<file path="config.mk">
export PLATFORM = sky130hd
export DESIGN_NAME = m68k_bus_ctrl
export DESIGN_NICKNAME = d
export VERILOG_FILES = /design/src/rtl/m68k_bus_ctrl.sv
export SDC_FILE = /design/constraint.sdc
export NUM_CORES = 1
export LEC_CHECK = 0
export ABC_AREA = 1
export BUFFER_PORTS_ARGS = -buffer_cell sky130_fd_sc_hd__buf_2
export CAP_MARGIN = 15
export CELL_PAD_IN_SITES_DETAIL_PLACEMENT = 2
export CELL_PAD_IN_SITES_GLOBAL_PLACEMENT = 2
export CORE_UTILIZATION = 23
export CTS_CLUSTER_SIZE = 30
export DETAILED_ROUTE_END_ITERATION = 10
export PLACE_DENSITY = 0.85
export SLEW_MARGIN = 25
export SYNTH_ARGS = -nofsm -noshare
export SYNTH_HDL_FRONTEND = slang
export SYNTH_SLANG_ARGS = --single-unit
</file>
<file path="constraint.sdc">
create_clock -name clk_25mhz -period 1.66 [get_ports clk_25mhz]
set_clock_uncertainty 0.05 [all_clocks]
set_input_delay 0.166 -clock clk_25mhz [delete_from_list [all_inputs] [get_ports clk_25mhz]]
set_output_delay 0.166 -clock clk_25mhz [all_outputs]
set_load 0.01 [all_outputs]
</file>
<file path="src/rtl/m68k_bus_ctrl.sv">
// ============================================================================
// Module   : m68k_bus_ctrl
// Brief    : fx68k bus controller. Decodes the CPU address, drives the 4Kx16
//            synchronous RAM and an 8-bit LED register, and generates DTACKn
//            after configurable wait states and BERRn on access timeout.
// Revision : 1.0 - initial release
// ============================================================================
`default_nettype none

module m68k_bus_ctrl #(
    parameter int          RAM_WAIT     = 1,
    parameter int          IO_WAIT      = 0,
    parameter int          BERR_TIMEOUT = 64,
    parameter logic [23:0] LED_ADDR     = 24'hFF0000
) (
    input  logic        clk_25mhz,
    input  logic        reset,
    input  logic        cpu_as_n,
    input  logic        cpu_uds_n,
    input  logic        cpu_lds_n,
    input  logic        cpu_rw,
    input  logic [23:1] cpu_a,
    input  logic [15:0] cpu_dout,
    output logic [15:0] cpu_din,
    output logic        dtack_n,
    output logic        berr_n,
    output logic        ram_cs_n,
    output logic [1:0]  ram_we_n,
    output logic [11:0] ram_addr,
    output logic [15:0] ram_di,
    input  logic [15:0] ram_do,
    output logic [7:0]  leds
);

    // The RAM registers its output one clock after the chip-select pulse, so
    // the RAM path needs at least one WAIT decrement before read data is valid.
    localparam logic [3:0] C_RAM_LOAD = (RAM_WAIT == 0) ? 4'd1 : 4'(RAM_WAIT);
    localparam logic [3:0] C_IO_LOAD  = 4'(IO_WAIT);
    localparam logic [7:0] C_BERR_T   = 8'(BERR_TIMEOUT);

    typedef enum logic [2:0] {
        S_IDLE   = 3'd0,
        S_STROBE = 3'd1,
        S_WAIT   = 3'd2,
        S_ACK    = 3'd3,
        S_BERR   = 3'd4
    } state_t;

    state_t      state_q;
    logic [3:0]  wait_q;
    logic [7:0]  berr_cnt_q;
    logic        ram_rd_q;
    logic [15:0] cpu_din_q;
    logic        dtack_n_q;
    logic        berr_n_q;
    logic        ram_cs_n_q;
    logic [1:0]  ram_we_n_q;
    logic [7:0]  leds_q;

    logic        ram_hit;
    logic        led_hit;
    logic        strobe;
    logic        timeout;

    // Address decode and strobe / timeout qualifiers
    assign ram_hit = (cpu_a[23:13] == 11'd0);
    assign led_hit = ({cpu_a, 1'b0} == LED_ADDR);
    assign strobe  = ~(cpu_uds_n & cpu_lds_n);
    assign timeout = (berr_cnt_q == C_BERR_T);

    // RAM address and write data are straight pass-throughs from the CPU bus
    assign ram_addr = cpu_a[12:1];
    assign ram_di   = cpu_dout;

    assign cpu_din  = cpu_din_q;
    assign dtack_n  = dtack_n_q;
    assign berr_n   = berr_n_q;
    assign ram_cs_n = ram_cs_n_q;
    assign ram_we_n = ram_we_n_q;
    assign leds     = leds_q;

    // Bus cycle FSM: one commit per AS assertion, registered handshake outputs
    always_ff @(posedge clk_25mhz or posedge reset) begin
        if (reset) begin
            state_q    <= S_IDLE;
            wait_q     <= 4'd0;
            berr_cnt_q <= 8'd0;
            ram_rd_q   <= 1'b0;
            cpu_din_q  <= 16'h0000;
            dtack_n_q  <= 1'b1;
            berr_n_q   <= 1'b1;
            ram_cs_n_q <= 1'b1;
            ram_we_n_q <= 2'b11;
            leds_q     <= 8'h00;
        end else begin
            // RAM strobes are single-clock pulses unless re-asserted below
            ram_cs_n_q <= 1'b1;
            ram_we_n_q <= 2'b11;

            case (state_q)
                S_IDLE: begin
                    if (!cpu_as_n) begin
                        berr_cnt_q <= 8'd1;
                        state_q    <= S_STROBE;
                    end
                end

                S_STROBE: begin
                    if (berr_cnt_q != C_BERR_T) begin
                        berr_cnt_q <= berr_cnt_q + 8'd1;
                    end
                    if (cpu_as_n) begin
                        state_q <= S_IDLE;
                    end else if (strobe) begin
                        if (ram_hit) begin
                            ram_cs_n_q <= 1'b0;
                            if (!cpu_rw) begin
                                ram_we_n_q <= {cpu_uds_n, cpu_lds_n};
                            end
                            ram_rd_q <= cpu_rw;
                            wait_q   <= C_RAM_LOAD;
                            state_q  <= S_WAIT;
                        end else if (led_hit) begin
                            if (!cpu_rw && !cpu_lds_n) begin
                                leds_q <= cpu_dout[7:0];
                            end
                            if (cpu_rw) begin
                                cpu_din_q <= {8'h00, leds_q};
                            end
                            ram_rd_q <= 1'b0;
                            wait_q   <= C_IO_LOAD;
                            state_q  <= S_WAIT;
                        end else begin
                            state_q <= S_BERR;
                            if (timeout) begin
                                berr_n_q  <= 1'b0;
                                cpu_din_q <= 16'hFFFF;
                            end
                        end
                    end else if (timeout) begin
                        // Strobes never arrived: treat as a hung cycle
                        berr_n_q  <= 1'b0;
                        cpu_din_q <= 16'hFFFF;
                        state_q   <= S_BERR;
                    end
                end

                S_WAIT: begin
                    if (cpu_as_n) begin
                        state_q <= S_IDLE;
                    end else if (wait_q == 4'd0) begin
                        if (ram_rd_q) begin
                            cpu_din_q <= ram_do;
                        end
                        dtack_n_q <= 1'b0;
                        state_q   <= S_ACK;
                    end else begin
                        wait_q <= wait_q - 4'd1;
                    end
                end

                S_ACK: begin
                    if (cpu_as_n) begin
                        dtack_n_q <= 1'b1;
                        state_q   <= S_IDLE;
                    end
                end

                S_BERR: begin
                    if (berr_cnt_q != C_BERR_T) begin
                        berr_cnt_q <= berr_cnt_q + 8'd1;
                    end
                    if (cpu_as_n) begin
                        berr_n_q <= 1'b1;
                        state_q  <= S_IDLE;
                    end else if (timeout) begin
                        berr_n_q  <= 1'b0;
                        cpu_din_q <= 16'hFFFF;
                    end
                end

                default: begin
                    state_q <= S_IDLE;
                end
            endcase
        end
    end

endmodule

`default_nettype wire

</file>
Yosys cells after proc, flatten, opt, wreduce, memory -nomap -nowiden:

Index checks and enable logic that the tools add are counted.

* output and inout bits: 57
* input port bits: 61
* register bits: 45
* logic and storage cells: 115

* equality and inequality tests: 24
* add/sub/neg operators: 2
* bitwise logic cells: 4
* reductions and logical operators: 22
* mux-type cells: 53

Operators with widths (number)
* $mux 16: 10
* $pmux 16 s3: 1
* $mux 3: 9
* $mux 4: 6
* $eq 23x23->1 const B: 1
* $ne 2x2->1 const B: 9
* $mux 8: 2
* $pmux 8 s2: 1
* $reduce_and 4->1: 4
* $mux 1: 15
* $ne 3x3->1 const B: 4
* $pmux 3 s4: 1
* $reduce_and 6->1: 2
* $logic_not 11->1: 1
* $mux 2: 5
* $reduce_bool 2->1: 5
* $add 8x1->8 const B: 1
* $eq 8x7->1 const B: 1
* $ne 4x4->1 const B: 2
* $ne 8x7->1 const B: 1
* $pmux 4 s2: 1
* $reduce_and 8->1: 1
* $eq 3x2->1 const B: 2
* $logic_not 4->1: 1
* other kinds (13): 19

Longest topological paths before layout:

* word-level depth: 7
* gate-level depth with buffers: 12

Worst setup path before layout:

Ideal clock, no wire load.

* path kind: register to register
* from: reg berr_cnt_q[0]
* to: reg state_q[0]
* arrival time: 1490 ps
* setup slack: -2 ps
* period minus slack after synthesis: 1662 ps
* cell stages (with the launch flop): 11
* setup time: 122 ps
* cell sequence: dfrtp_1 -> inv_1 -> ha_1 -> nand3_1 -> nor2_2 -> clkbuf_1 -> inv_1 -> nand3_1 -> nand4_1 -> nand2_1 -> o21ai_1

* longest elaborated chain between the ends: 3

RTL lines
* start, declared: RTL line 51 `logic [7:0] berr_cnt_q;`
* start signal, assigned: RTL line 110 `berr_cnt_q <= berr_cnt_q + 8'd1;`
* start signal, assigned: RTL line 171 `berr_cnt_q <= berr_cnt_q + 8'd1;`
* $eq 8x7->1: RTL line 69 `assign timeout = (berr_cnt_q == C_BERR_T);`
* $ne 4x4->1 (no source line)
* $reduce_and 4->1 (no source line)
* end signal, assigned: RTL line 85 `state_q <= S_IDLE;`
* end signal, assigned: RTL line 104 `state_q <= S_STROBE;`
* end signal, assigned: RTL line 113 `state_q <= S_IDLE;`
* end, declared: RTL line 49 `state_t state_q;`

Every way passes these cells.
A chain may end at the register's enable or synchronous reset.

Final worst setup path:

* from: reg state_q[2]
* to: reg cpu_din_q[5] (netlist: cpu_din[5])

* longest elaborated chain between the ends: 3

RTL lines
* $eq 3x1->1 (tied with other cells): RTL line 100 `case (state_q)`
* $ne 4x4->1 (no source line) (tied with other cells)
* $reduce_and 8->1 (no source line)
* end signal, assigned: RTL line 128 `cpu_din_q <= {8'h00, leds_q};`
* end signal, assigned: RTL line 153 `cpu_din_q <= ram_do;`
* end, declared: RTL line 53 `logic [15:0] cpu_din_q;`

Several ways; a longest one is shown, not always the timed one.

==> impl_metrics.yaml <==
outcome:
  outcome: "complete, but fails checks"
  violations: "negative setup slack"
worst_setup_path:
  endpoint: "cpu_din[5]"
  cp-end-kind: "flop"
  setup.worst_path.start: "state_q[2]"
  start_kind: "flop"
  worstReg2RegStart: "state_q[2]"
  rr_endpoint: "cpu_din[5]"
  crit_arrival_ps: 2070
  rrSetupSlack_ps: -210
  worstSetupPathType: "flop to flop"
  crit_required_ps: 1850
  reg2reg_depth: 12
  cp_max_fo: 8
layout:
  nets: 669
  multi_input_area_um2: 1960
  fillCellCount: 1544
  seq_area_um2: 1130
  final_layout_size_suffix_gt1_share_pct: 50.2
  syn2layout_area_growth_pct: 54.9
  num_antenna_cells: 0
  final_cells: 781
route:
  ant_nets: 0
  wl_um: 17400
  wl_per_cell_um: 22.3
  route.detailed.drc: 0
  first_pass_iters: 4
  via_per_inst: 4.88
  vias: 3809
  drt_iter0_markers: 141
sta:
  period_minus_slack_ps: 1870
  whs_ps: 62.6
  worstMarginPinSlew_ps: 458
  relSlewSlack_pct: 69.5
  slew_viol_final: 0
  fmax_mhz: 534
  min_period_over_period_pct: 113
  layout_setup_ws_ps: -214
  setup_viol: 33
  rsz0062_at_grt: "yes"
  final-hold-violation-count: 0
pwr:
  switchingPower_mw: 2.38
  internal-power_mw: 2.92
  sw_frac_of_total_pct: 45.0
  ir_drop_v: 0.000472
  power_density_nw_per_um2: 1090
  pwr-share-seq_pct: 26.7
  comb_power_share_pct: 51.9
  power_leakage_nw: 2.70
  clkPwrFrac_pct: 21.4
cts:
  h-tree-depth: 2
  cts_tree: "built"
  clkLatencyLatePin_ps: 320
  clk_pin_slew_ps: 70
  cts_root_buf: "clkbuf_16"
  cts_inserted_buffers: 5
  clockBufferDepth: 2
  cts_sinks: 45
synthesis:
  synthesis.nets: 536
  synth_edf_count: 0
  synth_seq_area_share_pct: 36.1
  synthTopCellsByCount: "nand2_1, inv_1, dfrtp_1, nor2_1, nand3_1"
  avgSynthCellArea_um2: 6.65
  synth_top_cell_area_share_pct: 31.9
  netlist_area_um2: 3130
  synth_area_leader_cell: "dfrtp_1"
  syn_inst: 471
  ys.flop_type: "dfrtp_1"
  synth-seq-cells: 45
  ys_top_cells_by_area: "dfrtp_1, nand2_1, inv_1"
  yosys_warnings: 0
  ys_types: 33
  synth.most_common_cell: "nand2_1"
  synth-async-reset-ratio_pct: 100
place:
  port-buffer-count: 101
  place_hpwl_um: 9210
  dp.cells: 748
  gp_congestion: 0.747
floorplan:
  rows: 42
  die_x_um: 119
  pin_count: 118
  start_util_pct: 23.7
  coreArea_um2: 13200
  die_y_um: 119
  die-area_um2: 14100
min_path:
  min_path_type: "input pin to flop"
global_routing:
  grt_max_degree: 29
  grt_pass1_vias: 4223
  antenna_found_initial: 0
  track_usage_pct: 20.3
  grt_pass1_wl_um: 22200
  grt_overflow: 0
run:
  max-cap-violations: 0
==> state kept, by name, summed over array words and instances (netlist names), 2 cells and up <==
signal and count:
cpu_din 16, berr_cnt_q 8, leds 8, wait_q 4
state_q 3, ram_we_n 2
==> logic make-up (layout without fill, tap and decap cells) <==
group / after synthesis / after routing / share of synthesized area, %
XOR/XNOR: 3 / 3 / 0.838
AO/OA/AOI/OAI: 35 / 36 / 6.07
flip-flops: 45 / 45 / 36.1
buffers and inverters: 106 / 239 / 16.4
adder cells (fa/ha/maj): 4 / 4 / 1.60
AND/OR/NAND/NOR: 278 / 278 / 38.9
==> placed cells by master, fill, tap and decap left out, types with 3 or more instances in the layout <==
cell type  count
a21oi_1        4
buf_12         4
buf_2        101
buf_4         42
buf_6         11
clkbuf_16      8
dfrtp_1       38
dfstp_2        5
inv_1         48
inv_2         15
nand2_1      114
nand2_2       27
nand2_4       23
nand3_1       25
nand3_2        5
nand3_4        5
nand4_1       13
nor2_1        33
nor2_4         7
o21ai_0        8
o21ai_1        4
o21ai_2       11
or2_2         19
xor2_1         3
==> what timing repair did <==
item / CTS / global route
endpoints found under the hold margin: 12 / 0
gates resized for setup: 40 / 126
buffers inserted: 11 / 10
gates cloned: 3 / 2
pin swaps: 13 / 34
endpoints found under the setup margin: 39 / 40
hold buffers: 1 / 0
==> metrics by stage <==
step                utilization [%]  worst slack [ps]  setup TNS [ps]  area [µm²]  power [mW]
finish                         36.7              -214           -3640        4850        5.30
CTS                            32.6              -144           -2820        4320        4.64
floorplan                         -              34.4               0        3140        2.37
global route                   36.7              -300           -5860        4850        5.50
global placement               29.6             -91.7           -1350        3910        2.93
detailed placement             29.6              -273           -5590        3910        3.06
==> final cells by class <==
type                            count  share of cell area, %
Inverter                           67                   5.49
Clock inverter                      3                  0.438
Timing Repair Buffer              163                   23.2
Tap cell                          176                   4.54
Multi-Input combinational cell    321                   40.3
Sequential cell                    45                   23.4
Timing Repair inverter              1                  0.103
Clock buffer                        5                   2.58
==> power by group through the flow <==
stage	registers [mW]	clock network (mW)	logic, mW
4_1_cts	1.40	1.08	2.16
3_3_place_gp	1.40	0	1.53
6_report	1.41	1.13	2.75
2_1_floorplan	1.41	0	0.955
5_1_grt	1.43	1.18	2.89
3_5_place_dp	1.41	0	1.65
==> critical path: stages (launching register included) <==
cell and delay [ps]:
dfrtp_1 410, inv_2 140, nand3_4 150, nand2_4 110, inv_2 50, nand2_2 70
nand3_2 100, nor2_4 120, inv_2 70, nor2_4 190, buf_12 200, nand2_4 60
nand2_2 90
==> metal layers <==
layer,GRT usage (%),routed length [µm],vias up
met3,2.90,536,46
li1,-,-,1699
met1,21.4,6510,1951
met4,9.10,678,0
met5,0,0,-
met2,39.4,9690,113
==> worst min path at each step <==
stage | start | to | cells past startpoint
after CTS | cpu_dout[3] | leds[3] | 3
final | cpu_dout[6] | leds[6] | 3
after global routing | cpu_dout[6] | leds[6] | 3
after global placement | reset | berr_cnt_q[5] | 2
after detailed placement | reset | berr_cnt_q[5] | 2
after floorplan | cpu_as_n | ram_we_n[1] | 2
(Power assumes the default switching activity.)
